<file path="src/rtl/video_timing_pkg.sv">
// video_timing_pkg: 640x480@60 raster constants and raster sequencing states.
package video_timing_pkg;
  localparam int H_ACTIVE = 640;
  localparam int H_FRONT = 16;
  localparam int H_SYNC = 96;
  localparam int H_BACK = 48;
  localparam int V_ACTIVE = 480;
  localparam int V_FRONT = 10;
  localparam int V_SYNC = 2;
  localparam int V_BACK = 33;
  localparam int H_TOT = H_ACTIVE + H_FRONT + H_SYNC + H_BACK;
  localparam int V_TOT = V_ACTIVE + V_FRONT + V_SYNC + V_BACK;
  typedef enum logic [1:0] {IDLE, RUN, DRAIN} state_t;
endpackage

</file>
<file path="src/rtl/video_timing_controller_if.sv">
// video_timing_controller_if: run request in, registered raster timing out.
interface video_timing_controller_if
  import video_timing_pkg::*;
#(
  parameter int w_x = $clog2(H_ACTIVE),
  parameter int w_y = $clog2(V_ACTIVE)
);
  logic en;
  logic pixel_en;
  logic hsync;
  logic vsync;
  logic display_on;
  logic [w_x-1:0] x;
  logic [w_y-1:0] y;
  logic line_start;
  logic frame_start;
  logic running;
  modport master(
    input en,
    output pixel_en, hsync, vsync, display_on, x, y, line_start, frame_start, running
  );
  modport slave(
    output en,
    input pixel_en, hsync, vsync, display_on, x, y, line_start, frame_start, running
  );
endinterface

</file>
<file path="src/rtl/pixel_tick_gen.sv">
// pixel_tick_gen: phase accumulator giving pixel_mhz ticks per clk_mhz clocks.
module pixel_tick_gen #(
  parameter int clk_mhz = 125,
  parameter int pixel_mhz = 25
) (
  input  logic clk,
  input  logic rst,
  input  logic clear,
  output logic tick
);
  localparam int W = $clog2(clk_mhz + pixel_mhz + 1);
  localparam logic [W-1:0] C = W'(clk_mhz);
  localparam logic [W-1:0] P = W'(pixel_mhz);
  logic [W-1:0] acc, sum;
  always_comb begin
    sum = acc + P;
    tick = !clear && sum >= C;
  end
  always_ff @(posedge clk)
    acc <= (rst || clear) ? '0 : tick ? sum - C : sum;
endmodule

</file>
<file path="src/rtl/video_timing_controller.sv">
// video_timing_controller: fractional pixel enable, raster counters and run/drain sequencing.
module video_timing_controller
  import video_timing_pkg::*;
#(
  parameter int clk_mhz = 125,
  parameter int pixel_mhz = 25,
  parameter int h_active = H_ACTIVE,
  parameter int h_front = H_FRONT,
  parameter int h_sync = H_SYNC,
  parameter int h_back = H_BACK,
  parameter int v_active = V_ACTIVE,
  parameter int v_front = V_FRONT,
  parameter int v_sync = V_SYNC,
  parameter int v_back = V_BACK,
  parameter int hsync_low = 1,
  parameter int vsync_low = 1,
  parameter int w_x = $clog2(h_active),
  parameter int w_y = $clog2(v_active)
) (
  input logic clk,
  input logic rst,
  video_timing_controller_if.master vif
);
  localparam int h_tot = h_active + h_front + h_sync + h_back;
  localparam int v_tot = v_active + v_front + v_sync + v_back;
  localparam int HW = $clog2(h_tot);
  localparam int VW = $clog2(v_tot);
  localparam logic [HW-1:0] H_LAST = HW'(h_tot - 1);
  localparam logic [VW-1:0] V_LAST = VW'(v_tot - 1);
  localparam logic [HW-1:0] HA = HW'(h_active);
  localparam logic [HW-1:0] HS0 = HW'(h_active + h_front);
  localparam logic [HW-1:0] HS1 = HW'(h_active + h_front + h_sync);
  localparam logic [VW-1:0] VA = VW'(v_active);
  localparam logic [VW-1:0] VS0 = VW'(v_active + v_front);
  localparam logic [VW-1:0] VS1 = VW'(v_active + v_front + v_sync);
  localparam logic HL = hsync_low != 0;
  localparam logic VL = vsync_low != 0;
  if (pixel_mhz <= 0 || pixel_mhz > clk_mhz || h_active <= 0 || h_front <= 0 || h_sync <= 0 ||
      h_back <= 0 || v_active <= 0 || v_front <= 0 || v_sync <= 0 || v_back <= 0) begin : g_bad
    $fatal(1, "video_timing_controller: invalid timing parameters");
  end
  state_t state, state_nx;
  logic tick, last_h, last, act, hs_on, vs_on;
  logic [HW-1:0] h;
  logic [VW-1:0] v;
  pixel_tick_gen #(.clk_mhz(clk_mhz), .pixel_mhz(pixel_mhz)) u_tick (
    .clk(clk), .rst(rst), .clear(state == IDLE), .tick(tick)
  );
  always_ff @(posedge clk)
    state <= rst ? IDLE : state_nx;
  // en always wins, so a re-raise during DRAIN leaves the raster untouched
  always_comb begin
    state_nx = vif.en ? RUN : state == IDLE ? IDLE : state == RUN ? DRAIN : (tick && last) ? IDLE : DRAIN;
    last_h = h == H_LAST;
    last = last_h && v == V_LAST;
    act = h < HA && v < VA;
    hs_on = h >= HS0 && h < HS1;
    vs_on = v >= VS0 && v < VS1;
  end
  always_ff @(posedge clk)
    if (rst || state == IDLE) begin
      h <= '0;
      v <= '0;
    end else if (tick) begin
      h <= last_h ? '0 : h + 1'b1;
      if (last_h) v <= v == V_LAST ? '0 : v + 1'b1;
    end
  // outputs decode the pre-increment counters, so the first tick shows (0,0)
  always_ff @(posedge clk)
    if (rst || state == IDLE) begin
      vif.pixel_en <= 1'b0;
      vif.line_start <= 1'b0;
      vif.frame_start <= 1'b0;
      vif.display_on <= 1'b0;
      vif.hsync <= HL;
      vif.vsync <= VL;
      vif.x <= '0;
      vif.y <= '0;
    end else begin
      vif.pixel_en <= tick;
      vif.line_start <= tick && h == '0;
      vif.frame_start <= tick && h == '0 && v == '0;
      if (tick) begin
        vif.display_on <= act;
        vif.hsync <= hs_on ^ HL;
        vif.vsync <= vs_on ^ VL;
        vif.x <= act ? w_x'(h) : '0;
        vif.y <= act ? w_y'(v) : '0;
      end
    end
  assign vif.running = state != IDLE;
endmodule

</file>
<file path="src/flat_wrapper.sv">
// flat-port wrapper written by rule: the top's interface ports become plain ports
module video_timing_controller_flat import video_timing_pkg::*;
#(
  parameter int clk_mhz = 125,
  parameter int pixel_mhz = 25,
  parameter int h_active = H_ACTIVE,
  parameter int h_front = H_FRONT,
  parameter int h_sync = H_SYNC,
  parameter int h_back = H_BACK,
  parameter int v_active = V_ACTIVE,
  parameter int v_front = V_FRONT,
  parameter int v_sync = V_SYNC,
  parameter int v_back = V_BACK,
  parameter int hsync_low = 1,
  parameter int vsync_low = 1,
  parameter int w_x = $clog2(h_active),
  parameter int w_y = $clog2(v_active)
)
  (clk, rst, vif_en, vif_pixel_en, vif_hsync, vif_vsync, vif_display_on, vif_x, vif_y, vif_line_start, vif_frame_start, vif_running);
  video_timing_controller_if #(.w_x(w_x), .w_y(w_y)) vif_i ();
  input logic clk;
  input logic rst;
  input wire logic [$bits(vif_i.en)-1:0] vif_en;
  output wire logic [$bits(vif_i.pixel_en)-1:0] vif_pixel_en;
  output wire logic [$bits(vif_i.hsync)-1:0] vif_hsync;
  output wire logic [$bits(vif_i.vsync)-1:0] vif_vsync;
  output wire logic [$bits(vif_i.display_on)-1:0] vif_display_on;
  output wire logic [$bits(vif_i.x)-1:0] vif_x;
  output wire logic [$bits(vif_i.y)-1:0] vif_y;
  output wire logic [$bits(vif_i.line_start)-1:0] vif_line_start;
  output wire logic [$bits(vif_i.frame_start)-1:0] vif_frame_start;
  output wire logic [$bits(vif_i.running)-1:0] vif_running;
  assign vif_i.en = vif_en;
  assign vif_pixel_en = vif_i.pixel_en;
  assign vif_hsync = vif_i.hsync;
  assign vif_vsync = vif_i.vsync;
  assign vif_display_on = vif_i.display_on;
  assign vif_x = vif_i.x;
  assign vif_y = vif_i.y;
  assign vif_line_start = vif_i.line_start;
  assign vif_frame_start = vif_i.frame_start;
  assign vif_running = vif_i.running;
  video_timing_controller #(.clk_mhz(clk_mhz), .pixel_mhz(pixel_mhz), .h_active(h_active), .h_front(h_front), .h_sync(h_sync), .h_back(h_back), .v_active(v_active), .v_front(v_front), .v_sync(v_sync), .v_back(v_back), .hsync_low(hsync_low), .vsync_low(vsync_low), .w_x(w_x), .w_y(w_y)) u_core (.clk(clk), .rst(rst), .vif(vif_i));
endmodule
</file>
<file path="config.mk">
export PLATFORM = sky130hd
export DESIGN_NAME = video_timing_controller_flat
export DESIGN_NICKNAME = d
export VERILOG_FILES = /design/src/rtl/video_timing_pkg.sv /design/src/rtl/video_timing_controller_if.sv /design/src/rtl/pixel_tick_gen.sv /design/src/rtl/video_timing_controller.sv /design/src/flat_wrapper.sv
export SDC_FILE = /design/constraint.sdc
export NUM_CORES = 1
export LEC_CHECK = 0
export BUFFER_PORTS_ARGS = -buffer_cell sky130_fd_sc_hd__buf_2
export CORE_MARGIN = 4
export CORE_UTILIZATION = 45
export DETAILED_ROUTE_END_ITERATION = 6
export PLACE_DENSITY = 0.77
export SYNTH_ARGS = -nofsm -noshare
export SYNTH_HDL_FRONTEND = slang
export SYNTH_HIERARCHICAL = 1
export SYNTH_SLANG_ARGS = --single-unit
</file>
<file path="constraint.sdc">
create_clock -name clk -period 2.9 [get_ports clk]
set_input_delay 0.145 -clock clk [delete_from_list [all_inputs] [get_ports clk]]
set_output_delay 0.145 -clock clk [all_outputs]
set_load 0.05 [all_outputs]
</file>
=== Word level (Yosys, flattened, before mapping) ===
Index checks and enable logic that the tools add are counted.
Widths: inputs -> output; s select.

* Register bits after elaboration: 55
* Latch bits: 0
* Memory bits (writable): 0
* ROM bits: 0
* Input bits: 3
* Output and inout bits: 26
* Word-level logic and storage cells: 54
* Memories: 0

* $add $sub $neg: 4
* Multiply operators: 0
* Div/mod/pow operators: 0
* Magnitude comparators: 7
* Equality and inequality tests: 3
* Shift operators: 0
* Mux-type cells: 9
* Bitwise logic cells: 2
* Reductions and logical operators: 16

{| class="wikitable"
|+ Operators by type and width
! kind !! number
|-
| $mux 10 || 3
|-
| $add 10x1->10 const B || 2
|-
| $eq 10x10->1 const B || 2
|-
| $logic_not 10->1 || 2
|-
| $lt 10x10->1 const B || 2
|-
| $lt 10x9->1 const B || 2
|-
| $ge 10x10->1 const B || 1
|-
| $ge 10x9->1 const B || 1
|-
| $mux 9 || 1
|-
| $add 8x5->8 const B || 1
|-
| $ge 8x7->1 const B || 1
|-
| $logic_and 1x1->1 || 8
|-
| $mux 8 || 1
|-
| $sub 8x7->8 const B || 1
|-
| $mux 2 || 2
|-
| $reduce_or 3->1 || 1
|-
| $eq 2x1->1 const B || 1
|-
| $logic_not 2->1 || 1
|-
| $mux 1 || 2
|-
| $not 1->1 || 2
|-
| $reduce_and 2->1 || 1
|-
| $reduce_bool 2->1 || 1
|-
| $logic_not 1->1 || 1
|-
| $logic_or 1x1->1 || 1
|}

=== Logic depth before layout (Yosys ltp) ===
Gate-level depths: netlist (run 1).

* Word-level depth: 8
* Depth in mapped cells: 13
* Gate-level depth less buffers: 11

=== Cells and area by module ===
The synthesis (run 1) kept the hierarchy.

{| class="wikitable"
|+ By module, submodules not included
! module !! instances !! cells each !! area an instance (sq um) !! sequential area each (sq um)
|-
| video_timing_controller || 1 || 206 || 2,004.4 || 940.9
|-
| pixel_tick_gen || 1 || 80 || 649.4 || 160.2
|}

=== Least setup slack after synthesis (run 1) ===
Ideal clock, no wire load.

* Path kind: register to register
* Start point: register u_core.u_tick.acc[3]
* End point: register u_core.v[8]
* Setup time: 0.072 ns
* Arrival: 3.073 ns
* Data required time: 2.828 ns
* Slack: -0.244 ns
* Cell stages (with the launch flop): 14
* Buffers on the path: 2
* Period minus slack after synthesis: 3.144 ns
* Cell sequence: dfxtp_1 > inv_1 > ha_1 > a211o_1 > a21boi_0 > o211ai_1 > o21ai_1 > nor2b_1 > buf_6 > and4_1 > buf_4 > nand3_4 > or4_1 > a21oi_1

* Cells in the longest elaborated chain, start to end: 4

{| class="wikitable"
|+ RTL lines
! item !! RTL line !! source
|-
| start: declaration || pixel_tick_gen.sv:14 || <nowiki>logic [W-1:0] acc, sum;</nowiki>
|-
| start signal: assignment || pixel_tick_gen.sv:20 || <nowiki>acc <= (rst || clear) ? '0 : tick ? sum - C : sum;</nowiki>
|-
| $add 8x5->8 || pixel_tick_gen.sv:16 || <nowiki>sum = acc + P;</nowiki>
|-
| $ge 8x7->1 || pixel_tick_gen.sv:17 || <nowiki>tick = !clear && sum >= C;</nowiki>
|-
| $logic_and 1x1->1 || pixel_tick_gen.sv:17 ||
|-
| named net u_core.tick || video_timing_controller.sv:43 || <nowiki>logic tick, last_h, last, act, hs_on, vs_on;</nowiki>
|-
| $reduce_and 2->1 (no source line) || -- ||
|-
| end signal: assignment || video_timing_controller.sv:66 || <nowiki>if (last_h) v <= v == V_LAST ? '0 : v + 1'b1;</nowiki>
|-
| end: declaration || video_timing_controller.sv:45 || <nowiki>logic [VW-1:0] v;</nowiki>
|}

The timed path passes the listed nets, and every way through them passes these cells.
A chain may end at the register's enable or synchronous reset.

=== Worst setup path after layout (run 1) ===
* Start point: register u_core.u_tick.acc[3]
* End point: register u_core.vif.y[1]

* Cells in the longest elaborated chain, start to end: 3

{| class="wikitable"
|+ RTL lines
! item !! RTL line !! source
|-
| $add 8x5->8 || pixel_tick_gen.sv:16 ||
|-
| $ge 8x7->1 || pixel_tick_gen.sv:17 ||
|-
| $logic_and 1x1->1 || pixel_tick_gen.sv:17 ||
|-
| named net u_core.tick || video_timing_controller.sv:43 ||
|-
| end signal: assignment || video_timing_controller.sv:88 || <nowiki>vif.y <= act ? w_y'(v) : '0;</nowiki>
|-
| end: declaration || video_timing_controller_if.sv:20 || <nowiki>output pixel_en, hsync, vsync, display_on, x, y, line_start, frame_start, running</nowiki>
|}

The timed path passes the listed nets, and every way through them passes these cells.

==> results of run 1 <==
## how the worst max path moves through the flow
stage                      endpoint            startpoint
finish              u_core/vif.y[1]  u_core/u_tick/acc[3]
global route        u_core/vif.x[6]  u_core/u_tick/acc[3]
CTS                     u_core/v[6]  u_core/u_tick/acc[3]
detailed placement  u_core/vif.x[3]  u_core/u_tick/acc[3]
global placement    u_core/vif.y[0]  u_core/u_tick/acc[3]
floorplan               u_core/v[8]  u_core/u_tick/acc[0]
## layout make-up
class	instances	area, sq um	share of cell area
clock buffers	7	96.3	0.0301
clock inverters	1	7.51	0.00235
inverters	9	33.8	0.0106
multi-input cells	207	1500	0.469
flip-flops and latches	55	1110	0.347
well taps	72	90.1	0.0282
repair buffers	53	360	0.113
## registers in the layout, summed over array words and instances, names as in the netlist
signal,flops
u_core/vif.pixel_en,1
u_core/vif.y,9
u_core/vif.display_on,1
u_core/h,10
u_core/vif.x,10
u_core/vif.frame_start,1
u_core/vif.line_start,1
u_core/state,2
u_core/u_tick/acc,8
u_core/v,10
u_core/vif.vsync,1
u_core/vif.hsync,1
## metrics by stage
step                cell area, sq um  utilization  setup TNS, ps
global placement                2950        0.526              0
global route                    3200        0.570           -326
detailed placement              2950        0.526           -689
finish                          3200        0.570              0
CTS                             3090        0.550              0
floorplan                       2680            -              0
## placed cells by master (no fill, tap or decap), types with 3 or more instances in the layout
| cell | Yosys | final |
|---|---|---|
| buf_4 | 1 | 22 |
| dfxtp_1 | 55 | 51 |
| ha_1 | 8 | 6 |
| o21ai_1 | 4 | 3 |
| inv_1 | 9 | 8 |
| nor3_1 | 7 | 7 |
| nand2_1 | 18 | 18 |
| xor2_1 | 7 | 7 |
| and4_1 | 4 | 3 |
| buf_2 | 4 | 28 |
| clkbuf_8 | 0 | 7 |
| nor2_1 | 29 | 29 |
| mux2i_1 | 8 | 8 |
| nand3_1 | 11 | 11 |
| xnor2_1 | 10 | 9 |
| nand4_1 | 7 | 7 |
| o21ai_0 | 10 | 10 |
| or4_1 | 4 | 4 |
| a22o_1 | 15 | 15 |
| or2_2 | 4 | 4 |
| a21oi_1 | 7 | 6 |
| nand2b_1 | 4 | 4 |
| nor4_1 | 6 | 5 |
## what timing repair did
item	in CTS	in global routing
setup endpoints to repair	15	26
gates resized for setup	0	14
setup buffers	1	5
hold buffers	1	0
cloned	0	1
pin swaps	1	6
endpoints found under the hold margin	1	0
## where the power goes
group	internal, W	switching (W)
sequential	0.000759	0.00000566
clock	0.000218	0.000242
combinational	0.0000424	0.0000534
## routing by layer
layer	share of wire	track usage	wire length, microns	vias to the layer above
met3	0.037	0.0451	224	14
met2	0.51	0.307	3090	48
met4	0.022	0.0633	132	0
li1	-	-	-	1121
met5	0	0	0	-
met1	0.43	0.217	2610	1089
## worst reg2reg max path, delay by kind of cell (launching register included)
kind	cells	cell delay, ps
buffers and inverters	3	360
flip-flops	1	360
AO/OA/AOI/OAI	4	630
adder cells (fa/ha/maj)	1	210
AND/OR/NAND/NOR	4	1200
## kinds of logic (layout without fill, tap and decap cells)
group                      Yosys count  in the layout  synth area share
adders and majority gates            8              8            0.0377
and+or+nand+nor                    121            121             0.272
xor gates and xnor gates            17             17            0.0561
buffers and inverters               24             70            0.0462
muxes                                8              8            0.0302
AOI/OAI and AO/OA                   53             53             0.143
DFF                                 55             55             0.415
==> metrics.md, run 1 <==
| Metric | Value |
|---|---|
| Number of vias per cell | 5.62 |
| IO Port Bufs | 28 |
| Hold Startpoint | rst |
| Post-synthesis sequential area ratio | 0.415 |
| Largest net degree at the start of global routing | 17 |
| IO Pins | 29 |
| Die width | 84.8 microns |
| CP max-delay cell | or4b_4 |
| Clock sink count | 55 |
| CTS tree | done |
| Nets | 342 |
| Drt wl/cell | 15.0 microns |
| Max VDD drop | 0.246 mV |
| CP cell instances | inv_1 -> ha_2 -> a211o_1 -> and3b_2 -> o211ai_1 -> o21ai_4 -> nor2b_4 -> inv_2 -> or4b_4 -> nor2_4 -> clkbuf_16 -> a22o_1 |
| Post-Route WL | 6.06 mm |
| Syn avg cell area | 9.28 sq um |
| Worst skew pair latency | 310 ps |
| Post-synth EDFFs | 0 |
| Worst Reg-to-Reg Cells | 12 |
| Vias in the first global route | 2237 |
| Yosys cell types | 58 |
| Fmax | 356 MHz |
| DRT iter0 DRCs | 111 |
| Pwr Density | 413 nW/um^2 |
| Core area | 5610 sq um |
| R2R setup slack | 90 ps |
| Final period util | 0.969 |
| Worst Skew | 5.76 ps |
| Critical path depth | 12 |
| Reg2reg end | u_core/vif.y[1] |
| Worst Path Required | 3160 ps |
| Total GRT Usage | 0.179 |
| Crit path capture type | flip-flop |
| Synth top area share | 0.415 |
| Yosys warning total | 6 |
| Starting Density | 0.473 |
| DP Cell Count | 388 |
| Most common flop cell mapped by yosys | dfxtp_1 |
| HPWL after DPL | 4.44 mm |
| Buf/Inv on CP | 3 |
| Yosys reg bits | 55 |
| # rows | 27 |
| Overflow after GRT | 0 |
| Cell Area, Synth | 2650 sq um |
| Worst min path class | in -> reg |
| Worst hold endpoint | u_core/state[0] |
| Via count | 2272 |
| CTS Root Cell | clkbuf_8 |
| Max-slew headroom | 0.615 |
| Crit path kind | reg -> reg |
| WHS Path Cells | 2 |
| Worst hold slack | 70.3 ps |
| Fin cells | 404 |
| Share of post-route cells with drive strength above 1 | 0.283 |
| Post-DRT Antenna Nets | 0 |
| First-pass GRT wire length | 10.6 mm |
| Synth area leader | dfxtp_1 |
| CTS buffer count | 5 |
| Post-Synthesis Cells | 286 |
| Layout area overhead | 20.5% |
| Reg clk slew, reported paths | 90 ps |
| Most frequent cell after synthesis | dfxtp_1 |
| Die area | 7190 sq um |
| Fill cells | 511 |
| Minimum clock period | 2810 ps |
| Setup violators final | 0 |
| H-tree depth | 2 |
| Worst-Margin Slew | 576 ps |
| Worst Path Max Fanout | 7 |
| Design Power | 0.00132 W |
| DRC violations left | 0 |
| Fin. max-slew vios | 0 |
| Die Ht | 84.8 microns |
| Lkg Pwr | 1.23 nW |
| Status | finished, final reports clean |
| TritonRoute pass-1 iters | 4 |
| MaxCap Viol Count | 0 |
| Pre-CTS WS | -54.3 ps |
| Post-synth top cells | dfxtp_1 (55), nor2_1 (29), nand2_1 (18) |
| Main area contributors after synthesis | dfxtp_1 (41%), a22o_1 (5.0%), nor2_1 (4.1%), ha_1 (3.8%), xnor2_1 (3.3%) |
| Antenna diodes | 0 |
| Fin. Hold Viols | 0 |
| Initial antenna violation count | 0 |
| Routability cong. | 0.830 |
| Clk buf depth | 2 |
| RR Startpoint | u_core/u_tick/acc[3] |
| CP peak stage delay | 570 ps |
| Post-Syn Nets | 297 |
| Setup ws final | 91.3 ps |
| CP Launch Type | flip-flop |
| Worst Path Arrival | 3070 ps |
| Async SR Flop Fraction | 0 |
| CP delay by family, top | simple AND/OR/NAND/NOR gates |
No activity file was read; power rests on OpenSTA's default activity.
==> run 2, diff against run 1 <==
--- a/config.mk
+++ b/config.mk
@@ -7,9 +7,9 @@
 export LEC_CHECK = 0
 export BUFFER_PORTS_ARGS = -buffer_cell sky130_fd_sc_hd__buf_2
 export CORE_MARGIN = 4
-export CORE_UTILIZATION = 45
+export CORE_UTILIZATION = 35
 export DETAILED_ROUTE_END_ITERATION = 6
-export PLACE_DENSITY = 0.77
+export PLACE_DENSITY = 0.65
 export SYNTH_ARGS = -nofsm -noshare
 export SYNTH_HDL_FRONTEND = slang
 export SYNTH_HIERARCHICAL = 1
==> run 2 against run 1 <==
Against the previous run: register-to-register slack barely moved; setup slack improved by 11 ps; maximum frequency grew 0.39%; power decreased by 4.1%; sequential power barely moved; sequential share of layout area is 0.53 points higher; worst hold slack got worse by 49 ps; critical path depth fell by 1; core utilization down 14 points; largest power group unchanged.
==> metrics.md, run 2 (synthesized netlist as in run 1, its figures left out) <==
| Metric | Value |
|---|---|
| Commonest non-fill, non-tap cells in the layout | dfxtp_1 (51), nor2_1 (29), buf_2 (28), buf_4 (24), nand2_1 (18) |
| Max-slew headroom | 0.601 |
| TritonRoute pass-1 iters | 4 |
| CTS Root Cell | clkbuf_8 |
| Largest regs | u_core/h: 10 flops, u_core/v: 10 flops, u_core/vif.x: 10 flops |
| Commonest non-fill, non-tap cell in the layout | dfxtp_1 |
| Clk buf depth | 2 |
| Fin. Hold Viols | 0 |
| Reg2reg end | u_core/vif.x[2] |
| Overflow after GRT | 0 |
| HPWL after DPL | 4.42 mm |
| Design area | 3140 sq um |
| Die area | 9040 sq um |
| CP max-delay cell | or4b_4 |
| Number of vias per cell | 5.14 |
| Final period util | 0.965 |
| DRT iter0 DRCs | 95 |
| CTS tree | done |
| Core area | 7290 sq um |
| RR Startpoint | u_core/u_tick/acc[2] |
| CTS buffer count | 5 |
| CP cell instances | ha_1 -> a211o_1 -> a21boi_2 -> o211ai_1 -> o21ai_4 -> nor2b_4 -> inv_1 -> or4b_4 -> nor2_4 -> buf_4 -> a22o_1 |
| DP Cell Count | 417 |
| Worst Path Max Fanout | 7 |
| Drt wl/cell | 13.9 microns |
| Minimum clock period | 2800 ps |
| IO Port Bufs | 28 |
| Fmax | 357 MHz |
| CP peak stage delay | 570 ps |
| DRC violations left | 0 |
| Setup violators final | 0 |
| Fin. max-slew vios | 0 |
| Largest net degree at the start of global routing | 17 |
| Starting Density | 0.364 |
| Initial antenna violation count | 0 |
| R2R setup slack | 100 ps |
| MaxCap Viol Count | 0 |
| Antenna diodes | 0 |
| # rows | 31 |
| WHS Path Cells | 2 |
| Crit path capture type | flip-flop |
| H-tree depth | 2 |
| Placed cell area | 3000 sq um |
| Routability cong. | 0.855 |
| First-pass GRT wire length | 10.2 mm |
| RSZ-0062 raised after global routing | true |
| Lkg Pwr | 1.20 nW |
| Status | finished, final reports clean |
| Worst hold endpoint | u_core/state[1] |
| Worst Reg-to-Reg Cells | 11 |
| Hold Startpoint | vif_en |
| Fin cells | 430 |
| Reg clk slew, reported paths | 90 ps |
| Layout area overhead | 18.4% |
| Worst-Margin Slew | 597 ps |
| Worst Path Arrival | 3050 ps |
| Share of post-route cells with drive strength above 1 | 0.263 |
| Via count | 2211 |
| Crit path kind | reg -> reg |
| Worst skew pair latency | 310 ps |
| Worst hold slack | 21.4 ps |
| Worst min path class | in -> reg |
| Worst Path Required | 3150 ps |
| Pwr Density | 403 nW/um^2 |
| Nets | 341 |
| Max VDD drop | 0.203 mV |
| Vias in the first global route | 2136 |
| IO Pins | 29 |
| Buf/Inv on CP | 2 |
| CP delay by family, top | compound AO/OA/AOI/OAI gates |
| Total GRT Usage | 0.142 |
| Die Ht | 95.1 microns |
| Die width | 95.1 microns |
| Hold_buf cts | 0 |
| Worst Skew | 15.5 ps |
| Post-DRT Antenna Nets | 0 |
| Clock sink count | 55 |
| CP Launch Type | flip-flop |
| Post-Route WL | 5.98 mm |
| Fin util | 0.431 |
run 2: stage by stage:
stage | setup TNS, ps | total power [W] | setup slack [ps]
after detailed placement | -112 | 0.000874 | -15.5
after CTS | 0 | 0.00129 | 8.74
after global placement | 0 | 0.000874 | 29.1
after floorplan | 0 | 0.000840 | 5.91
after global routing | -149 | 0.00133 | -20.7
final | 0 | 0.00127 | 102
run 2: worst max-delay path by stage:
stage	startpoint	to	slack [ps]	cells past startpoint
floorplan	u_core/u_tick/acc[0]	u_core/v[8]	6	12
global placement	u_core/u_tick/acc[2]	u_core/v[6]	30	11
detailed placement	u_core/u_tick/acc[2]	u_core/vif.y[2]	-20	10
CTS	u_core/u_tick/acc[2]	u_core/v[6]	9	11
global route	u_core/u_tick/acc[2]	u_core/vif.y[4]	-20	11
finish	u_core/u_tick/acc[2]	u_core/vif.x[2]	100	11
run 2: layout make-up:
type	count	area [sq um]
clock inverters	2	12.5
flip-flops and latches	55	1110
inverters	9	33.8
fillers	734	4150
repair buffers	52	320
multi-input cells	207	1470
well taps	99	124
clock buffers	6	72.6
run 2: report_power, final:
| group | switching [W] | leakage (nW) | internal [W] |
|---|---|---|---|
| logic | 0.0000531 | 0.711 | 0.0000380 |
| registers | 0.00000471 | 0.446 | 0.000759 |
| clock network | 0.000242 | 0.0412 | 0.000169 |
run 2: metal layers:
layer  track usage  routed length [microns]  vias up
met5             0                        0        -
met4        0.0517                      101        0
met3        0.0292                      226        9
met2         0.235                     2880       46
met1         0.182                     2770     1040
li1              -                        -     1116
run 2: repair_timing:
action                                  CTS  global route
endpoints found under the setup margin   15            25
resized for setup                         0             6
setup buffers                             2             3
pin swaps                                 1             2
==> run 3, diff against run 2 <==
--- a/config.mk
+++ b/config.mk
@@ -6,6 +6,7 @@
 export NUM_CORES = 1
 export LEC_CHECK = 0
 export BUFFER_PORTS_ARGS = -buffer_cell sky130_fd_sc_hd__buf_2
+export CORE_ASPECT_RATIO = 1.25
 export CORE_MARGIN = 4
 export CORE_UTILIZATION = 35
 export DETAILED_ROUTE_END_ITERATION = 6
==> run 3 against run 2 <==
Against the previous run: clock skew fell by 1.5 ps; critical path depth unchanged; final area decreased by 0.68%.
==> metrics.md, run 3 (synthesized netlist as in run 1, its figures left out) <==
| Metric | Value |
|---|---|
| Status | finished, final reports clean |
| Lkg Pwr | 1.19 nW |
| Reg clk slew, reported paths | 100 ps |
| Setup ws final | 122 ps |
| Crit path kind | reg -> reg |
| Largest regs | u_core/h: 10 flops, u_core/v: 10 flops, u_core/vif.x: 10 flops |
| Final period util | 0.958 |
| RR Startpoint | u_core/u_tick/acc[2] |
| Die area | 9050 sq um |
| HPWL after DPL | 4.58 mm |
| # rows | 35 |
| Vias in the first global route | 2144 |
| Hold Startpoint | rst |
| Worst Path Max Fanout | 11 |
| Core area | 7400 sq um |
| Commonest non-fill, non-tap cells in the layout | dfxtp_1 (51), nor2_1 (29), buf_2 (28), buf_4 (19), nand2_1 (18) |
| Max VDD drop | 0.193 mV |
| CTS buffer count | 5 |
| Crit path capture type | flip-flop |
| Minimum clock period | 2780 ps |
| Largest net degree at the start of global routing | 18 |
| CTS tree | done |
| Antenna diodes | 0 |
| Total GRT Usage | 0.140 |
| Commonest non-fill, non-tap cell in the layout | dfxtp_1 |
| DRT iter0 DRCs | 217 |
| Worst Path Required | 3160 ps |
| Die width | 85.9 microns |
| Overflow after GRT | 0 |
| Fmax | 360 MHz |
| Max-slew headroom | 0.616 |
| CTS Root Cell | clkbuf_8 |
| CP peak stage delay | 570 ps |
| Die Ht | 105 microns |
| CP max-delay cell | or4b_4 |
| WHS Path Cells | 2 |
| Fin. max-slew vios | 0 |
| Share of post-route cells with drive strength above 1 | 0.250 |
| MaxCap Viol Count | 0 |
| RSZ-0062 raised after global routing | false |
| Worst min path class | in -> reg |
| CP Launch Type | flip-flop |
| Drt wl/cell | 14.8 microns |
| Post-DRT Antenna Nets | 0 |
| Post-Route WL | 6.23 mm |
| DRC violations left | 0 |
| Layout area overhead | 17.6% |
| Worst-Margin Slew | 574 ps |
| Worst Skew | 14.0 ps |
| Worst Reg-to-Reg Cells | 11 |
| Pre-CTS WS | 4.58 ps |
| Routability cong. | 0.842 |
| Number of vias per cell | 5.33 |
| Pwr Density | 411 nW/um^2 |
| IO Pins | 29 |
| Fill cells | 729 |
| Worst hold endpoint | u_core/state[0] |
| IO Port Bufs | 28 |
| Worst skew pair latency | 310 ps |
| H-tree depth | 2 |
| CP cell instances | ha_1 -> a21oi_1 -> xnor2_1 -> or3_4 -> o21ai_4 -> nor2b_4 -> inv_1 -> or4b_4 -> nor2_4 -> buf_12 -> a22o_1 |
| Fin. Hold Viols | 0 |
| Worst Path Arrival | 3040 ps |
| Clock sink count | 55 |
| Multi-input gate area | 1470 sq um |
| Initial antenna violation count | 0 |
| Setup Total Neg Slack | 0 ps |
| TritonRoute pass-1 iters | 4 |
| Via count | 2240 |
| R2R setup slack | 120 ps |
| Reg area | 1110 sq um |
| Reg2reg end | u_core/vif.x[1] |
| Setup violators final | 0 |
| First-pass GRT wire length | 10.4 mm |
| Nets | 338 |
| Starting Density | 0.359 |
| Clk buf depth | 2 |
## run 3: cell types whose count changed in the layout (fill, tap and decap cells not counted), sizes merged
cell         previous run  this run
buf                    52        48
dlygate4sd3             0         1
clkinv                  1         0
inv                     9        10
## run 3: worst max-delay path, delay by kind of cell, from the launching register on
family / cells / cell delay (ps)
simple gates: 4 / 1300
compound gates: 3 / 460
flops: 1 / 370
buf+inv: 2 / 230
fa+ha+maj: 1 / 220
xor+xnor: 1 / 120
## run 3: area by class of cell
cell class / count / share of cell area
clock buffer: 6 / 0.0232
multi-input combinational: 207 / 0.469
tap: 92 / 0.0369
clock inverter: 2 / 0.00521
inverter: 9 / 0.0108
timing repair buffer: 49 / 0.100
sequential: 55 / 0.354
## run 3: worst max path at each step
stage,slack (ps),to,cells after the start,from
2_1_floorplan,6,u_core/v[8],12,u_core/u_tick/acc[0]
3_3_place_gp,100,u_core/vif.y[1],10,u_core/u_tick/acc[2]
3_5_place_dp,5,u_core/vif.y[5],10,u_core/u_tick/acc[2]
4_1_cts,60,u_core/v[9],10,u_core/u_tick/acc[2]
5_1_grt,2,u_core/vif.y[5],11,u_core/u_tick/acc[2]
6_report,120,u_core/vif.x[1],11,u_core/u_tick/acc[2]
## run 3: metal layers
| metal | track usage | share of wire | vias up |
|---|---|---|---|
| li1 | - | - | 1113 |
| met3 | 0.0188 | 0.030 | 7 |
| met2 | 0.240 | 0.50 | 40 |
| met5 | 0 | 0 | - |
| met1 | 0.175 | 0.45 | 1080 |
| met4 | 0.0566 | 0.018 | 0 |
## run 3: stage by stage
step	util	power [W]	std cells	hold WS (ps)	area (sq um)
floorplan	-	0.000840	286	217	2680
global placement	0.402	0.000870	408	331	2980
detailed placement	0.402	0.000872	408	335	2980
CTS	0.419	0.00130	419	34.8	3100
global route	0.422	0.00134	420	61.6	3120
finish	0.422	0.00128	420	37.8	3120
## run 3: what timing repair did
action                     in CTS  in global routing
pin swaps                       1                  4
resized for setup               0                  4
setup buffers                   2                  1
setup endpoints to repair      15                 19
hold endpoints to repair        1                  0
hold buffers                    1                  0
## run 3: where the power goes
group          leakage, nW  switching [W]  total [W]  internal, W
Sequential           0.446     0.00000454   0.000765     0.000760
Combinational        0.699      0.0000542  0.0000915    0.0000373
Clock               0.0418       0.000252   0.000426     0.000174
